[src/rtl/rate_detector_pkg.sv]
// Shared constants for the rate detector: speed codes, nominal pulse periods,
// lock depth and the lock FSM state encoding.
package rate_detector_pkg;

   // Interval counter / period width
   localparam int unsigned CW             = 11;

   // Nominal cycles between enable pulses (shared with the rate divider)
   localparam int unsigned PERIOD_FULL    = 1;
   localparam int unsigned PERIOD_1HZ     = 500;
   localparam int unsigned PERIOD_HALF    = 1000;
   localparam int unsigned PERIOD_QUARTER = 2000;

   // Accepted deviation around each nominal period, in cycles
   localparam int unsigned TOL            = 2;

   // Consecutive matching periods required before the code is trusted
   localparam int unsigned LOCK_COUNT     = 2;
   localparam int unsigned MCW            = $clog2(LOCK_COUNT + 1);

   // Counter saturation value and the value just before it
   localparam logic [CW-1:0] CNT_MAX      = CW'((2 ** CW) - 1);
   localparam logic [CW-1:0] CNT_PRESAT   = CW'((2 ** CW) - 2);

   typedef enum logic [1:0] {
      SPD_FULL    = 2'b00,
      SPD_1HZ     = 2'b01,
      SPD_HALF    = 2'b10,
      SPD_QUARTER = 2'b11
   } speed_e;

   typedef enum logic [1:0] {
      S_SEARCH = 2'b00,
      S_TRACK  = 2'b01,
      S_LOCKED = 2'b10
   } state_e;

   // True when period p lies within nom +/- TOL (written to avoid unsigned underflow)
   function automatic logic in_range(input int unsigned p, input int unsigned nom);
      return ((p + TOL) >= nom) && (p <= (nom + TOL));
   endfunction

endpackage

[src/rtl/rate_period_classifier.sv]
// Combinational decode of a measured pulse period into a speed code.
// Ports:
//   period_i  - measured period in cycles
//   code_c_o  - decoded speed code (SPD_FULL when unmatched)
//   match_c_o - high when period_i falls inside one nominal window
module rate_period_classifier
   import rate_detector_pkg::*;
(
   input  logic [CW-1:0] period_i,
   output speed_e        code_c_o,
   output logic          match_c_o
);

   // Windows must be disjoint and fit in the counter, otherwise decode is ambiguous
   if (((PERIOD_FULL + 2 * TOL) >= PERIOD_1HZ)     ||
       ((PERIOD_1HZ  + 2 * TOL) >= PERIOD_HALF)    ||
       ((PERIOD_HALF + 2 * TOL) >= PERIOD_QUARTER) ||
       ((PERIOD_QUARTER + TOL)  >  ((2 ** CW) - 1))) begin : g_range_error
      $error("rate_period_classifier: nominal period windows overlap or exceed counter range");
   end

   logic [31:0] p_ext;

   always_comb begin
      p_ext     = 32'(period_i);
      code_c_o  = SPD_FULL;
      match_c_o = 1'b0;
      if (in_range(p_ext, PERIOD_FULL)) begin
         code_c_o  = SPD_FULL;
         match_c_o = 1'b1;
      end else if (in_range(p_ext, PERIOD_1HZ)) begin
         code_c_o  = SPD_1HZ;
         match_c_o = 1'b1;
      end else if (in_range(p_ext, PERIOD_HALF)) begin
         code_c_o  = SPD_HALF;
         match_c_o = 1'b1;
      end else if (in_range(p_ext, PERIOD_QUARTER)) begin
         code_c_o  = SPD_QUARTER;
         match_c_o = 1'b1;
      end
   end

endmodule

[src/rtl/rate_detector.sv]
// Measures the spacing of a one-cycle enable pulse train, decodes it back into
// the 2-bit speed code and only reports the code once consecutive periods agree.
// Ports:
//   ClockIn     - system clock, posedge
//   Reset       - synchronous active-high reset
//   PulseIn     - enable pulse train, each high cycle is one pulse
//   SpeedOut    - last locked speed code
//   Locked      - high while the pulse train matches SpeedOut
//   PeriodOut   - most recently measured period in cycles
//   PeriodValid - one-cycle strobe when PeriodOut updates
//   Timeout     - high after no pulse for 2^CW-1 cycles
module rate_detector
   import rate_detector_pkg::*;
(
   input  logic          ClockIn,
   input  logic          Reset,
   input  logic          PulseIn,
   output logic [1:0]    SpeedOut,
   output logic          Locked,
   output logic [CW-1:0] PeriodOut,
   output logic          PeriodValid,
   output logic          Timeout
);

   state_e           state_q,     state_d;
   logic [CW-1:0]    int_cnt_q,   int_cnt_d;
   logic [MCW-1:0]   match_cnt_q, match_cnt_d;
   speed_e           cand_q,      cand_d;
   speed_e           speed_q,     speed_d;
   logic             locked_q,    locked_d;
   logic [CW-1:0]    period_q,    period_d;
   logic             pvalid_q,    pvalid_d;
   logic             timeout_q,   timeout_d;

   logic [CW-1:0]    period_c;
   logic [MCW-1:0]   match_inc_c;
   speed_e           code_c;
   logic             match_c;

   // Period ending on this pulse; the pulse cycle itself counts as one
   assign period_c    = int_cnt_q + CW'(1);
   assign match_inc_c = match_cnt_q + MCW'(1);

   rate_period_classifier u_classifier (
      .period_i  (period_c),
      .code_c_o  (code_c),
      .match_c_o (match_c)
   );

   // State and output registers
   always_ff @(posedge ClockIn) begin
      if (Reset) begin
         state_q     <= S_SEARCH;
         int_cnt_q   <= '0;
         match_cnt_q <= '0;
         cand_q      <= SPD_FULL;
         speed_q     <= SPD_FULL;
         locked_q    <= 1'b0;
         period_q    <= '0;
         pvalid_q    <= 1'b0;
         timeout_q   <= 1'b0;
      end else begin
         state_q     <= state_d;
         int_cnt_q   <= int_cnt_d;
         match_cnt_q <= match_cnt_d;
         cand_q      <= cand_d;
         speed_q     <= speed_d;
         locked_q    <= locked_d;
         period_q    <= period_d;
         pvalid_q    <= pvalid_d;
         timeout_q   <= timeout_d;
      end
   end

   // Next-state: interval counter, lock tracking and timeout
   always_comb begin
      state_d     = state_q;
      int_cnt_d   = int_cnt_q;
      match_cnt_d = match_cnt_q;
      cand_d      = cand_q;
      speed_d     = speed_q;
      locked_d    = locked_q;
      period_d    = period_q;
      pvalid_d    = 1'b0;
      timeout_d   = timeout_q;

      if (PulseIn) begin
         int_cnt_d = '0;
         timeout_d = 1'b0;
         unique case (state_q)
            // First pulse only establishes the reference edge
            S_SEARCH: begin
               state_d     = S_TRACK;
               match_cnt_d = '0;
            end
            S_TRACK: begin
               pvalid_d = 1'b1;
               period_d = period_c;
               if (!match_c) begin
                  match_cnt_d = '0;
               end else if ((match_cnt_q == '0) || (code_c == cand_q)) begin
                  cand_d      = code_c;
                  match_cnt_d = match_inc_c;
                  if (match_inc_c == MCW'(LOCK_COUNT)) begin
                     state_d  = S_LOCKED;
                     speed_d  = code_c;
                     locked_d = 1'b1;
                  end
               end else begin
                  cand_d      = code_c;
                  match_cnt_d = MCW'(1);
               end
            end
            S_LOCKED: begin
               pvalid_d = 1'b1;
               period_d = period_c;
               // Any deviation drops lock; SpeedOut keeps the old code until relock
               if (!(match_c && (code_c == speed_q))) begin
                  locked_d = 1'b0;
                  state_d  = S_TRACK;
                  if (match_c) begin
                     cand_d      = code_c;
                     match_cnt_d = MCW'(1);
                  end else begin
                     match_cnt_d = '0;
                  end
               end
            end
            default: state_d = S_SEARCH;
         endcase
      end else begin
         if (int_cnt_q != CNT_MAX) begin
            int_cnt_d = int_cnt_q + CW'(1);
         end
         // Counter is about to saturate: the reference edge is lost
         if (int_cnt_q == CNT_PRESAT) begin
            timeout_d = 1'b1;
            if (state_q != S_SEARCH) begin
               state_d     = S_SEARCH;
               locked_d    = 1'b0;
               match_cnt_d = '0;
            end
         end
      end
   end

   assign SpeedOut    = speed_q;
   assign Locked      = locked_q;
   assign PeriodOut   = period_q;
   assign PeriodValid = pvalid_q;
   assign Timeout     = timeout_q;

endmodule

[config.mk]
export PLATFORM = sky130hd
export DESIGN_NAME = rate_detector
export DESIGN_NICKNAME = d
export VERILOG_FILES = /design/src/rtl/rate_detector_pkg.sv /design/src/rtl/rate_period_classifier.sv /design/src/rtl/rate_detector.sv
export SDC_FILE = /design/constraint.sdc
export NUM_CORES = 1
export LEC_CHECK = 0
export ABC_AREA = 0
export CAP_MARGIN = 20
export CORE_MARGIN = 2
export CORE_UTILIZATION = 45
export CTS_BUF_LIST = sky130_fd_sc_hd__clkbuf_8 sky130_fd_sc_hd__clkbuf_16
export DETAILED_ROUTE_END_ITERATION = 10
export PLACE_DENSITY = 0.75
export SYNTH_ARGS = -nofsm -noshare
export SYNTH_HDL_FRONTEND = slang
export SYNTH_SLANG_ARGS = --single-unit
[constraint.sdc]
create_clock -name ClockIn -period 4.8 [get_ports ClockIn]
set_input_delay 0.72 -clock ClockIn [delete_from_list [all_inputs] [get_ports ClockIn]]
set_output_delay 0.72 -clock ClockIn [all_outputs]
set_load 0.02 [all_outputs]
Yosys cells after proc, flatten, opt, wreduce, memory -nomap -nowiden --
Index checks and enable logic that the tools add are counted.
Storage, ports and cells: bits in registers 33, bits of input ports 3, output and inout bits 16, logic and storage cells 90
Cells by class: add/subtract/negate cells 3, magnitude comparators 8, equality and inequality tests 14, mux-type cells 34, bitwise operators 1, reductions and logical operators 21
Operators by type and width (count):
- 2-bit 2-to-1 mux | 17
- 32-bit by 10-bit greater-or-equal comparator with 1-bit output, second input constant | 1
- 32-bit by 11-bit greater-or-equal comparator with 1-bit output, second input constant | 1
- 32-bit by 9-bit greater-or-equal comparator with 1-bit output, second input constant | 1
- 1-bit 2-to-1 mux | 13
- 11-bit by 2-bit adder with 12-bit output, second input constant | 1
- 12-bit by 1-bit greater-or-equal comparator with 1-bit output, second input constant | 1
- 3-bit != test, second input constant | 4
- 2-bit case mux with 3 select lines | 2
- 11-bit by 1-bit adder with 11-bit output, second input constant | 1
- 11-bit equality test, second input constant | 1
- 11-bit by 10-bit <= comparator with 1-bit output, second input constant | 1
- 11-bit <= comparator, second input constant | 1
- 11-bit by 2-bit <= comparator with 1-bit output, second input constant | 1
- 11-bit by 9-bit <= comparator with 1-bit output, second input constant | 1
- 11-bit != test, second input constant | 1
- 2-bit nonzero test | 4
- 7-bit AND reduction | 1
- 6-bit AND reduction | 1
- 2-bit OR reduction | 3
- 1-bit logical AND | 5
- 5-bit AND reduction | 1
- 2-bit equality test | 2
- 2-bit equality test, second input constant | 2
- 13 further kinds | 14

Logic depth before layout (Yosys ltp) --
Gate-level depths: netlist of the first run.
word-level depth 14, mapped depth 18

Modules after synthesis --
A second synthesis of the first run with hierarchy kept.
Second synthesis, totals: cell total of the unflattened synthesis 264, area, all modules 2205.9 µm²
By module, submodules not included:
- rate_detector | times used 1, cells each 175, area an instance 1599.0 µm²
- rate_period_classifier | times used 1, cells each 89, area an instance 606.8 µm²

Least setup slack after synthesis of the first run --
OpenSTA, ideal clock, no wires.
path kind register -> register, start register int_cnt_q[0], end register cand_q[0], setup time 0.070 ns, arrival time 3.828 ns, data required time 4.730 ns, setup slack 0.902 ns, stages on the path, launching flop included 19, path buffers 4, clock period less this slack 3.898 ns, cells stage by stage dfxtp_1 > buf_4 > buf_4 > inv_1 > ha_1 > inv_1 > ha_1 > clkbuf_1 > inv_1 > or3_1 > a32oi_1 > o221ai_1 > o2111ai_1 > a21oi_2 > o311ai_2 > o221ai_2 > buf_6 > or4_1 > a21oi_1
On the way: longest elaborated chain between the ends 12
RTL lines:
- start: declaration | line rate_detector.sv:26 | logic [CW-1:0] int_cnt_q, int_cnt_d;
- start signal: assignment | line rate_detector.sv:64 | int_cnt_q <= int_cnt_d;
- 11-bit by 1-bit adder with 11-bit output (*) | line rate_detector.sv:41 | assign period_c = int_cnt_q + CW'(1);
- via period_c[0] | line rate_detector.sv:35 | logic [CW-1:0] period_c;
- 11-bit by 2-bit adder with 12-bit output | line rate_detector_pkg.sv:40 | return ((p + TOL) >= nom) && (p <= (nom + TOL));
- 32-bit by 11-bit greater-or-equal comparator with 1-bit output | line rate_detector_pkg.sv:40
- 1-bit logical AND | line rate_detector_pkg.sv:40
- 2-bit 2-to-1 mux | line rate_period_classifier.sv:37 | end else if (in_range(p_ext, PERIOD_QUARTER)) begin
- 2-bit 2-to-1 mux | line rate_period_classifier.sv:34 | end else if (in_range(p_ext, PERIOD_HALF)) begin
- 2-bit 2-to-1 mux | line rate_period_classifier.sv:31 | end else if (in_range(p_ext, PERIOD_1HZ)) begin
- 2-bit 2-to-1 mux | line rate_period_classifier.sv:28 | if (in_range(p_ext, PERIOD_FULL)) begin
- 2-bit equality test | line rate_detector.sv:118 | if (!(match_c && (code_c == speed_q))) begin
- 1-bit logical AND | line rate_detector.sv:118
- 2-bit != test (no source line)
- 3-bit AND reduction (no source line)
- end signal: assignment | line rate_detector.sv:66 | cand_q <= cand_d;
- end: declaration | line rate_detector.sv:28 | speed_e cand_q, cand_d;
Mark *: on every way through the listed nets, which the timed path passes. The rest lies on a longest branch. The select of a mux whose other input is x is not followed. A chain may end at the register's enable or synchronous reset.

Worst setup path after layout of the first run --
start register int_cnt_q[0], end register match_cnt_q[1]
On the way: longest elaborated chain between the ends 14
RTL lines:
- 11-bit by 1-bit adder with 11-bit output (*) | line rate_detector.sv:41
- via period_c[0] | line rate_detector.sv:35
- 11-bit by 2-bit adder with 12-bit output | line rate_detector_pkg.sv:40
- 32-bit by 11-bit greater-or-equal comparator with 1-bit output | line rate_detector_pkg.sv:40
- 1-bit logical AND | line rate_detector_pkg.sv:40
- 2-bit 2-to-1 mux | line rate_period_classifier.sv:37
- 2-bit 2-to-1 mux | line rate_period_classifier.sv:34
- 2-bit 2-to-1 mux | line rate_period_classifier.sv:31
- 2-bit 2-to-1 mux | line rate_period_classifier.sv:28
- 2-bit equality test | line rate_detector.sv:101 | end else if ((match_cnt_q == '0) || (code_c == cand_q)) begin
- 1-bit logical OR | line rate_detector.sv:101
- 2-bit 2-to-1 mux | line rate_detector.sv:101
- 2-bit 2-to-1 mux | line rate_detector.sv:99 | if (!match_c) begin
- 2-bit case mux with 3 select lines | line rate_detector.sv:90 | unique case (state_q)
- 2-bit 2-to-1 mux | line rate_detector.sv:87 | if (PulseIn) begin
- end signal: assignment | line rate_detector.sv:65 | match_cnt_q <= match_cnt_d;
- end: declaration | line rate_detector.sv:27 | logic [MCW-1:0] match_cnt_q, match_cnt_d;
Mark *: on every way through the listed nets, which the timed path passes. The rest lies on a longest branch.

==> results of run 1 <==
==> where the power goes <==
part | leakage (nW) | internal (mW) | switching, mW
clock | 0.0485 | 0.112 | 0.0947
combinational | 0.722 | 0.0389 | 0.0576
sequential | 0.268 | 0.284 | 0.00750
total | 1.04 | 0.434 | 0.160
==> stage by stage <==
step	setup slack [ns]	hold slack [ns]	power [mW]	util [%]
after floorplan	0.902	0.465	0.364	-
after global placement	0.682	0.436	0.391	49.3
after detailed placement	0.533	0.446	0.393	49.3
after CTS	0.526	0.458	0.597	50.8
after global routing	0.0196	0.486	0.619	50.8
final	0.443	0.456	0.594	50.8
==> worst max-delay path by stage <==
stage | depth (start not counted) | from | end
final | 14 | int_cnt_q[0] | match_cnt_q[1]
after global routing | 14 | int_cnt_q[0] | match_cnt_q[1]
after CTS | 14 | int_cnt_q[0] | match_cnt_q[1]
after detailed placement | 14 | int_cnt_q[0] | match_cnt_q[1]
after global placement | 14 | int_cnt_q[0] | match_cnt_q[1]
after floorplan | 18 | int_cnt_q[0] | cand_q[0]
==> registers in the layout, indices dropped and copies added, names as in the netlist <==
| name | cells |
|---|---|
| PeriodOut | 11 |
| SpeedOut | 2 |
| match_cnt_q | 2 |
| PeriodValid | 1 |
| Timeout | 1 |
| state_q | 2 |
| int_cnt_q | 11 |
| Locked | 1 |
| cand_q | 2 |
==> final cells by class <==
class / instances / share of cell area, %
Timing Repair Buffer: 22 / 6.99
Clock buffer: 6 / 2.75
Clock inverter: 1 / 0.125
Sequential cell: 33 / 22.0
Tap cell: 75 / 3.12
Multi-Input combinational cell: 257 / 62.5
Inverter: 20 / 2.50
==> cell usage after synthesis (4+ instances only) <==
library cell and n:
sky130_fd_sc_hd__nor3_1 8, sky130_fd_sc_hd__a211oi_1 12, sky130_fd_sc_hd__nor2_1 34, sky130_fd_sc_hd__buf_6 4, sky130_fd_sc_hd__ha_1 12, sky130_fd_sc_hd__a32oi_1 4, sky130_fd_sc_hd__inv_1 20, sky130_fd_sc_hd__nand2_1 25
sky130_fd_sc_hd__nand4_1 4, sky130_fd_sc_hd__and2_1 5, sky130_fd_sc_hd__clkbuf_1 7, sky130_fd_sc_hd__buf_2 6, sky130_fd_sc_hd__a21oi_1 18, sky130_fd_sc_hd__o2111ai_1 4, sky130_fd_sc_hd__xnor2_1 9, sky130_fd_sc_hd__nand3_1 7
sky130_fd_sc_hd__o31ai_1 5, sky130_fd_sc_hd__a31oi_1 5, sky130_fd_sc_hd__xor2_1 4, sky130_fd_sc_hd__or3_1 6, sky130_fd_sc_hd__dfxtp_1 33, sky130_fd_sc_hd__o21ai_0 7, sky130_fd_sc_hd__buf_4 5, sky130_fd_sc_hd__o21a_1 4
==> per-layer routing <==
metal | wire [um] | up-vias | GRT usage [%]
met1 | 3300 | 1224 | 29.1
met3 | 387 | 24 | 3.59
met4 | 233 | 0 | 8.50
met5 | 0 | - | 0
li1 | - | 1255 | -
met2 | 3200 | 101 | 34.7
==> cell families (layout without fill, tap and decap cells) <==
family | count (synthesis) | after routing
AO/OA/AOI/OAI | 101 | 101
multiplexers | 5 | 5
flip-flops | 33 | 33
AND/OR/NAND/NOR | 123 | 123
adder cells (fa/ha/maj) | 12 | 12
XOR/XNOR | 16 | 16
buffers and inverters | 43 | 49
==> worst max-delay path: cells and delay by family, from the launching register on <==
family / cells / cell delay, ns
AO/OA/AOI/OAI: 5 / 1.11
XOR/XNOR: 1 / 0.19
adder cells (fa/ha/maj): 2 / 0.80
buffers and inverters: 2 / 0.22
flip-flops: 1 / 0.56
multiplexers: 2 / 0.69
AND/OR/NAND/NOR: 2 / 0.68
==> metrics.md, run 1 <==
| Metric | Value |
|---|---|
| Internal reg-to-reg setup slack | about 0.44 ns |
| Cells after synthesis | 333 |
| Count of yosys warnings during synthesis | 0 |
| Largest area contributor in the synthesized netlist | sky130_fd_sc_hd__dfxtp_1 |
| Instance area at placement | 0.00292 mm^2 |
| Most frequent standard cell in the layout excluding fill and tap cells | sky130_fd_sc_hd__nor2_1 |
| Hold endpoint | Locked |
| Main combinational cell family by area after synthesis | compound AO/OA/AOI/OAI gates |
| Clock skew | about 0.0083 ns |
| Number of endpoints failing setup at the final stage | 0 |
| Total negative slack | 0 ns |
| Gp weighted congestion | 0.957 |
| Leading post-synthesis cells by cell area | sky130_fd_sc_hd__dfxtp_1, sky130_fd_sc_hd__ha_1, sky130_fd_sc_hd__nor2_1, sky130_fd_sc_hd__nand2_1, sky130_fd_sc_hd__a21oi_1 |
| Post-synthesis area per instance | 8.28 um^2 |
| Area fraction of the dominant cell type after synthesis | between 20% and 30% |
| Area enclosed by the die boundary | 0.00677 mm^2 |
| Final period util | approximately 91% |
| Sequential share of the synthesized area | between 20% and 30% |
| Clk_lat worst skew | 0.28 ns |
| Critical path class | reg2reg |
| Worst slew margin relative to its limit | 48.3% |
| Cell area power density | 198 mW/mm^2 |
| Worst Setup Start Kind | flip-flop |
| Worst-case clock buffer depth | 2 |
| FFs w/ async S/R, synth | 0% |
| Final wirelength | 7120 um |
| Area growth from synthesis to final layout | 8.98% |
| Count of unique library cells instantiated by Yosys | 80 |
| Post-DR vias/cell | 6.29 |
| Count of endpoints failing hold in the final timing report | 0 |
| Class of the tightest hold or removal check | reg2reg |
| Pin count of the biggest net entering global routing | 21 |
| Multi-input gate area in the final layout | 0.00188 mm^2 |
| Synth Flop Type | sky130_fd_sc_hd__dfxtp_1 |
| ANT nets after route | 0 |
| Core region area | 0.00592 mm^2 |
| Crit-path cells | inv_1, ha_1, inv_1, ha_1, xnor2_1, nor4b_1, a31oi_1, mux2_2, nor4b_2, a2111oi_4, o311ai_2, o221ai_2, o21ai_0, mux2_2 |
| Placed insts | 407 |
| Number of vias after detailed routing | 2,604 |
| Area share of xor/xnor cells in the synthesized design | under 10% |
| Worst Hold Launch | Locked |
| Worst-path maximum fanout | 11 |
| Largest stage delay on the critical path | 0.56 ns |
| Reg2Reg Depth | 14 |
| Per-cell routed wire length | 17.2 um |
| F_max | 0.230 GHz |
| Number of post-CTS setup repair buffers | 0 |
| Nets | 354 |
| GRT Resource Usage Total | between 20% and 30% |
| Actual slew at the worst max-slew pin | 0.773 ns |
| Via count of the first global-routing pass | between 2,000 and 2,500 |
| Number of clock buffers inserted by TritonCTS | 5 |
| Yosys reg bits | 33 |
| Quantity of hold-fixing buffers added after cts | 0 |
| R2R Path End | match_cnt_q[1] |
| Die Y-Extent | 82.3 um |
| Setup repair after global routing missed its margin | no |
| Number of violations reported at the end of detailed-routing iteration 0 | approximately 150 |
| Multiplexer share of the synthesized area | 2.36% |
| Total overflow reported by the global router | 0 |
| Number of rows in the core area | 28 |
| Simple-gate share of the synthesized area | 25.4% |
| Clock Sinks | 33 |
| First-pass iteration count of the detailed router | 5 |
| Drc violations | 0 |
| Final std cells w/o fill | between 400 and 500 |
| Maximum vdd drop | 0.194 mV |
| Fillcell total | 562 |
| Cells resized by post-CTS repair | 0 |
| Post-Layout Inst Area | 0.00301 mm^2 |
| Post-synthesis instance area | 0.00276 mm^2 |
| Number of synthesized flops with an enable pin | 0 |
| Number of levels the H-tree was split into | 2 |
| Number of ports placed on the die boundary | 19 |
| Chip width | roughly 80 um |
| Period minus WS final | 4.36 ns |
| Arrival time of the worst setup path | approximately 4.5 ns |
| Wire length of the first global-routing pass | around 11,000 um |
| Number of buffer cells added on primary ports | 18 |
| Max-cap check violation count | 0 |
| Commonest cells after routing, fill and taps aside | sky130_fd_sc_hd__nor2_1, sky130_fd_sc_hd__dfxtp_1, sky130_fd_sc_hd__nand2_1, sky130_fd_sc_hd__inv_1 |
| Reg-to-reg critical path startpoint | int_cnt_q[0] |
| Root buf cell | sky130_fd_sc_hd__clkbuf_8 |
| Hold path depth | 2 |
| Share of cells above drive strength 1 | 10.9% |
| Critical-path cell with the highest stage delay | sky130_fd_sc_hd__dfxtp_1 |
| Number of antenna violations at the first check in global routing | 0 |
| WP data required | 4.97 ns |
| Final max-slew violation count | 0 |
| Setup crit end kind | flip-flop |
| Result of the run | complete, no violations |
| Hpwl dp | 5350 um |
| Area share of fa/ha/maj cells after synthesis | under 10% |
| Syn Nets | ~350 |
| Compound-Gate Fraction of Synth Area | 29.1% |
| TritonCTS clock tree | done |
| # diodes | 0 |
| Leak Pwr | 1.04 nW |
| Area taken by flip-flops and latches | roughly 660 um^2 |
| Clock slew seen by the registers of the worst setup and hold paths | about 0.070 ns |
| Initial standard-cell utilization of the core | 46.6% |
(Power assumes the default switching activity.)
==> inputs of run 2 (changes only) <==
--- a/config.mk
+++ b/config.mk
@@ -8,10 +8,12 @@
 export ABC_AREA = 0
 export CAP_MARGIN = 20
 export CORE_MARGIN = 2
-export CORE_UTILIZATION = 45
+export CORE_UTILIZATION = 60
 export CTS_BUF_LIST = sky130_fd_sc_hd__clkbuf_8 sky130_fd_sc_hd__clkbuf_16
 export DETAILED_ROUTE_END_ITERATION = 10
-export PLACE_DENSITY = 0.75
+export PLACE_DENSITY = 0.92
+export SLEW_MARGIN = 5
 export SYNTH_ARGS = -nofsm -noshare
 export SYNTH_HDL_FRONTEND = slang
 export SYNTH_SLANG_ARGS = --single-unit
+export TNS_END_PERCENT = 100
==> run 2 against run 1 <==
  * Critical path depth stayed put
  * Sequential share of layout area is 0.064 points lower
  * Final area increased by 0.29%
  * Cell count fell by 5.1%
  * Global-route usage increased by 7.7 points
  * Register-to-register slack improved by 0.18 ns
  * Fmax rose by 4.2%
  * Die area shrank 24%
  * Sequential power about the same
  * Clock power is 34% higher
  * Worst hold slack worse by 0.012 ns
  * Highest routed layer unchanged
==> metrics.md, run 2 (synthesized netlist as in run 1, its figures left out) <==
| Metric | Value |
|---|---|
| Result of the run | complete, no violations |
| Number of levels the H-tree was split into | 2 (unchanged) |
| Period minus WS final | 4.18 ns (-0.177 ns) |
| Number of antenna violations at the first check in global routing | 0 (unchanged) |
| Total negative slack | 0 ns (unchanged) |
| Number of vias after detailed routing | 2,637 (+1.3%) |
| Number of ports placed on the die boundary | 19 (unchanged) |
| Fin Hold WS | 0.445 ns (-0.0116 ns) |
| Critical path class | reg2reg |
| Final wirelength | 7310 um (+2.7%) |
| GRT Resource Usage Total | 29.4% (+7.7 points) |
| Core region area | 0.00438 mm^2 (-26%) |
| Pin count of the biggest net entering global routing | 21 (unchanged) |
| Actual slew at the worst max-slew pin | 0.772 ns (-0.000812 ns) |
| Worst-case clock buffer depth | 2 (unchanged) |
| Largest stage delay on the critical path | 0.44 ns (-0.12 ns) |
| Quantity of hold-fixing buffers added after cts | 0 (unchanged) |
| Count of endpoints failing hold in the final timing report | 0 (unchanged) |
| Cell area power density | 221 mW/mm^2 (+12%) |
| Clock skew | 0.00890 ns (+0.000552 ns) |
| Drc violations | 0 (unchanged) |
| Crit-path cells | ha_1, xnor2_2, inv_1, ha_1, xnor2_1, nor4b_1, a31oi_1, mux2_2, nor4b_2, a2111oi_4, o311ai_2, o221ai_2, o21ai_0, mux2_2 |
| Worst Setup Start Kind | flip-flop |
| Arrival time of the worst setup path | 4.36 ns (-0.17 ns) |
| Class of the tightest hold or removal check | reg2reg |
| Number of clock buffers inserted by TritonCTS | 5 (unchanged) |
| Initial standard-cell utilization of the core | 62.9% (+16 points) |
| Per-cell routed wire length | 18.6 um (+8.2%) |
| Number of violations reported at the end of detailed-routing iteration 0 | 235 (+55%) |
| Post-DR vias/cell | 6.71 (+6.7%) |
| Commonest cells after routing, fill and taps aside | sky130_fd_sc_hd__nor2_1, sky130_fd_sc_hd__dfxtp_1, sky130_fd_sc_hd__nand2_1, sky130_fd_sc_hd__inv_1 |
| Number of rows in the core area | 24 (-14%) |
| Cell class contributing the biggest share of worst-path delay | compound AO/OA/AOI/OAI gates |
| Clk_lat worst skew | 0.29 ns (about the same) |
| Number of post-CTS setup repair buffers | 0 (unchanged) |
| Wire length of the first global-routing pass | 11,900 um (+5.4%) |
| Total buffers and inverters traversed by the critical path | 1 (-1) |
| Share of cells above drive strength 1 | 11.4% (+0.52 points) |
| Critical-path cell with the highest stage delay | sky130_fd_sc_hd__o21ai_0 |
| Most frequent standard cell in the layout excluding fill and tap cells | sky130_fd_sc_hd__nor2_1 |
| Max-cap check violation count | 0 (unchanged) |
| Final max-slew violation count | 0 (unchanged) |
| Area enclosed by the die boundary | 0.00516 mm^2 (-24%) |
| Final period util | 87.1% (-3.7 points) |
| Die Y-Extent | 71.8 um (-13%) |
| First-pass iteration count of the detailed router | 5 (unchanged) |
| Setup repair after global routing missed its margin | no |
| Internal reg-to-reg setup slack | 0.62 ns (+0.18 ns) |
| ANT nets after route | 0 (unchanged) |
| Fillcell total | 314 (-44%) |
| Number of buffer cells added on primary ports | 18 (unchanged) |
| F_max | 0.239 GHz (+4.2%) |
| Leak Pwr | 1.06 nW (+1.9%) |
| Chip width | 71.8 um (-13%) |
| TritonCTS clock tree | done |
| Maximum vdd drop | 0.220 mV (+13%) |
| Number of endpoints failing setup at the final stage | 0 (unchanged) |
| Worst slew margin relative to its limit | 48.4% (+0.068 points) |
| Worst-path maximum fanout | 11 (unchanged) |
| Clock slew seen by the registers of the worst setup and hold paths | 0.07 ns (about the same) |
| Cells resized by post-CTS repair | 0 (unchanged) |
| WP data required | 4.98 ns (about the same) |
| Setup crit end kind | flip-flop |
| Root buf cell | sky130_fd_sc_hd__clkbuf_8 |
| Nets | 355 (+0.28%) |
| Area growth from synthesis to final layout | 9.30% |
| Total overflow reported by the global router | 0 (unchanged) |
| Via count of the first global-routing pass | 2,455 (+6.7%) |
| # diodes | 0 (unchanged) |
| Clock Sinks | 33 (unchanged) |
| Hpwl dp | 5200 um (-2.8%) |
| Gp weighted congestion | 0.989 (+3.4%) |
==> run 2: cell count changes in the layout (fill, tap and decap cells not counted) <==
cell / previous run / this run
sky130_fd_sc_hd__bufinv_16: 0 / 1
sky130_fd_sc_hd__buf_4: 4 / 5
==> run 2: layer usage <==
metal / track usage [%] / part of all wire [%]
met1: 39.4 / 44
met2: 47.0 / 46
met3: 5.34 / 6.9
met4: 11.3 / 2.7
met5: 0 / 0
==> run 2: path summary, 6_finish.rpt <==
path	cells after the start	end	from
setup / recovery	14	match_cnt_q[1]	int_cnt_q[0]
hold reg to reg	2	Locked	Locked
hold / removal	2	Locked	Locked
setup reg to reg	14	match_cnt_q[1]	int_cnt_q[0]
==> run 2: metrics by stage <==
stage                     utilization, %  cells  area, um^2  worst slack, ns  total power [mW]
final                               68.8    393        3020            0.620             0.667
after global routing                68.8    393        3020            0.427             0.687
after CTS                           68.8    393        3020            0.723             0.665
after detailed placement            66.1    385        2900            0.759             0.393
after global placement              66.1    385        2900            0.939             0.390
after floorplan                        -    333        2760            0.902             0.364
==> run 2: tightest hold or removal path, delay by kind of cell, from the launching register on <==
| family | cells | cell delay, ns |
|---|---|---|
| buffers and inverters | 1 | 0.05 |
| DFF | 1 | 0.31 |
| AOI/OAI and AO/OA | 1 | 0.05 |
==> run 2: report_power, final <==
group	total [mW]	switching (mW)	leakage, nW	internal, mW
Clock	0.276	0.109	0.0626	0.167
Combinational	0.101	0.0618	0.728	0.0390
Sequential	0.291	0.00702	0.268	0.284
==> run 2: final cells by class <==
class                   instances  area (um^2)  share of cell area [%]
clock buffers                   6         82.6                    2.74
clock inverters                 2         33.8                    1.12
inverters                      20         75.1                    2.49
multi-input cells             257         1880                    62.4
flip-flops and latches         33          661                    21.9
well taps                      52         65.1                    2.16
repair buffers                 23          218                    7.22
==> inputs of run 3 (changes only) <==
--- a/config.mk
+++ b/config.mk
@@ -7,7 +7,7 @@
 export LEC_CHECK = 0
 export ABC_AREA = 0
 export CAP_MARGIN = 20
-export CORE_MARGIN = 2
+export CORE_MARGIN = 4
 export CORE_UTILIZATION = 60
 export CTS_BUF_LIST = sky130_fd_sc_hd__clkbuf_8 sky130_fd_sc_hd__clkbuf_16
 export DETAILED_ROUTE_END_ITERATION = 10
==> constraint.sdc (replaced) <==
create_clock -name ClockIn -period 3.9 [get_ports ClockIn]
set_input_delay 0.585 -clock ClockIn [delete_from_list [all_inputs] [get_ports ClockIn]]
set_output_delay 0.585 -clock ClockIn [all_outputs]
set_load 0.02 [all_outputs]
==> run 3 against run 2 <==
  * Via count is 6.4% higher
  * Cell count is 2.8% higher
  * Worst hold slack better by 0.027 ns
  * Sequential cell count stayed put
  * Largest power group unchanged
  * Power is 9.0% higher
  * Count of clock-buffer cells in the layout is 1 lower
==> metrics.md, run 3 (synthesized netlist as in run 1, its figures left out) <==
| Metric | Value |
|---|---|
| Result of the run | complete, no violations |
| Setup crit end kind | flip-flop |
| Area enclosed by the die boundary | 0.00575 mm^2 (+11%) |
| Per-cell routed wire length | 19.4 um (+4.3%) |
| F_max | 0.267 GHz (+12%) |
| Count of endpoints failing hold in the final timing report | 0 (unchanged) |
| Nets | 366 (+3.1%) |
| Number of antenna violations at the first check in global routing | 0 (unchanged) |
| Worst-path maximum fanout | 13 (+2) |
| ANT nets after route | 0 (unchanged) |
| Die Y-Extent | 75.8 um (+5.6%) |
| Actual slew at the worst max-slew pin | 0.782 ns (+0.00972 ns) |
| Core utilization of the finished layout | 70.9% (+2.2 points) |
| GRT Resource Usage Total | 28.7% (-0.75 points) |
| Number of violations reported at the end of detailed-routing iteration 0 | 403 (+71%) |
| Leak Pwr | 1.11 nW (+4.7%) |
| Max-cap check violation count | 0 (unchanged) |
| Area growth from synthesis to final layout | 13.5% |
| Final max-slew violation count | 0 (unchanged) |
| Post-DR vias/cell | 6.95 (+3.5%) |
| Worst-case clock buffer depth | 2 (unchanged) |
| Pin count of the biggest net entering global routing | 21 (unchanged) |
| Core region area | 0.00441 mm^2 (+0.68%) |
| Root buf cell | sky130_fd_sc_hd__clkbuf_8 |
| Number of rows in the core area | 24 (unchanged) |
| Critical path class | reg2reg |
| Total overflow reported by the global router | 0 (unchanged) |
| Via count of the first global-routing pass | 2,590 (+5.5%) |
| Most frequent standard cell in the layout excluding fill and tap cells | sky130_fd_sc_hd__nor2_1 |
| Clock skew | 0.00413 ns (-0.00476 ns) |
| Initial standard-cell utilization of the core | 62.5% (-0.43 points) |
| Instance area at placement | 0.00298 mm^2 (+2.8%) |
| Wire length of the first global-routing pass | 12,700 um (+6.2%) |
| Total negative slack | 0 ns (unchanged) |
| Number of clock buffers inserted by TritonCTS | 5 (unchanged) |
| # diodes | 0 (unchanged) |
| Crit-path cells | and2_1, a21oi_1, or3_1, a32o_1, o2111ai_1, a21oi_2, o311ai_2, o221ai_2, o21ai_1, mux2_2 |
| Worst Setup Start Kind | flip-flop |
| Worst slew margin relative to its limit | 47.7% (-0.66 points) |
| Setup slack after placement | -0.0319 ns (-0.791 ns) |
| Clock Sinks | 33 (unchanged) |
| Arrival time of the worst setup path | 3.92 ns (-0.44 ns) |
| First-pass iteration count of the detailed router | 5 (unchanged) |
| Gp weighted congestion | 0.958 (-3.2%) |
| Number of levels the H-tree was split into | 2 (unchanged) |
| Number of buffer cells added on primary ports | 18 (unchanged) |
| Commonest cells after routing, fill and taps aside | sky130_fd_sc_hd__nor2_1, sky130_fd_sc_hd__dfxtp_1, sky130_fd_sc_hd__nand2_1, sky130_fd_sc_hd__inv_1 |
| Hpwl dp | 5640 um (+8.3%) |
| Drc violations | 0 (unchanged) |
| Power consumption | 0.728 mW (+9.0%) |
| Number of ports placed on the die boundary | 19 (unchanged) |
| Quantity of hold-fixing buffers added after cts | 0 (unchanged) |
| Cell area power density | 232 mW/mm^2 (+5.0%) |
| Number of vias after detailed routing | 2,807 (+6.4%) |
| WP data required | 4.07 ns (-0.91 ns) |
| Class of the tightest hold or removal check | reg2reg |
| Chip width | 75.8 um (+5.6%) |
| TritonCTS clock tree | done |
| Number of endpoints failing setup at the final stage | 0 (unchanged) |
| Largest stage delay on the critical path | 0.74 ns (+0.30 ns) |
| Maximum vdd drop | 0.310 mV (+41%) |
| Clk_lat worst skew | 0.28 ns (about the same) |
| Final period util | 96.0% (+8.9 points) |
| Critical-path cell with the highest stage delay | sky130_fd_sc_hd__dfxtp_1 |
| Final wirelength | 7840 um (+7.3%) |
| Setup WS post-layout | 0.158 ns (-0.463 ns) |
| Share of cells above drive strength 1 | 16.8% (+5.3 points) |
| Post-Layout Inst Area | 0.00313 mm^2 (+3.9%) |
| Period minus WS final | 3.74 ns (-0.437 ns) |
| Clock slew seen by the registers of the worst setup and hold paths | 0.07 ns (about the same) |
## run 3: cell count changes in the layout (fill, tap and decap cells not counted), moves of 2 or more
| cell | change |
|---|---|
| sky130_fd_sc_hd__inv_1 | +2 |
| sky130_fd_sc_hd__dfxtp_2 | +3 |
| sky130_fd_sc_hd__dfxtp_1 | -3 |
| sky130_fd_sc_hd__buf_4 | +11 |
## run 3: layout make-up
| type | count | area (um^2) |
|---|---|---|
| Timing Repair Buffer | 34 | 300 |
| Inverter | 20 | 75.1 |
| Sequential cell | 33 | 664 |
| Clock buffer | 5 | 68.8 |
| Tap cell | 52 | 65.1 |
| Multi-Input combinational cell | 257 | 1950 |
| Clock inverter | 3 | 11.3 |
| Fill cell | 308 | 1280 |
## run 3: metal layers
layer / part of all wire (%) / up-vias / track usage (%)
li1: - / 1283 / -
met1: 41 / 1329 / 37.3
met2: 48 / 166 / 45.2
met3: 8.1 / 29 / 5.94
met4: 3.0 / 0 / 13.6
met5: 0 / - / 0
## run 3: path summary, 6_finish.rpt
path | startpoint | slack [ns] | cells after the start | endpoint
min reg2reg | Locked | 0.47 | 2 | Locked
min | Locked | 0.47 | 2 | Locked
max | int_cnt_q[3] | 0.16 | 10 | match_cnt_q[1]
max reg2reg | int_cnt_q[3] | 0.16 | 10 | match_cnt_q[1]
## run 3: critical path: cells and delay by family (launching register included)
kind,cells,cell delay (ns)
flops,1,0.74
mux,1,0.38
compound gates,7,1.68
simple gates,2,0.83
## run 3: through the flow
step	std cells	hold slack [ns]
after CTS	404	0.470
final	404	0.472
after floorplan	333	0.465
after detailed placement	396	0.443
after global placement	396	0.434
after global routing	404	0.486
## run 3: power by group
| part | leakage [nW] | internal, mW | switching [mW] |
|---|---|---|---|
| Sequential | 0.269 | 0.350 | 0.00962 |
| Clock | 0.0519 | 0.119 | 0.120 |
| Combinational | 0.787 | 0.0514 | 0.0776 |
## run 3: timing repair
item	4_1_cts	5_1_grt
setup buffers	0	0
gates cloned	0	0
resized for setup	1	14
setup endpoints to repair	1	9
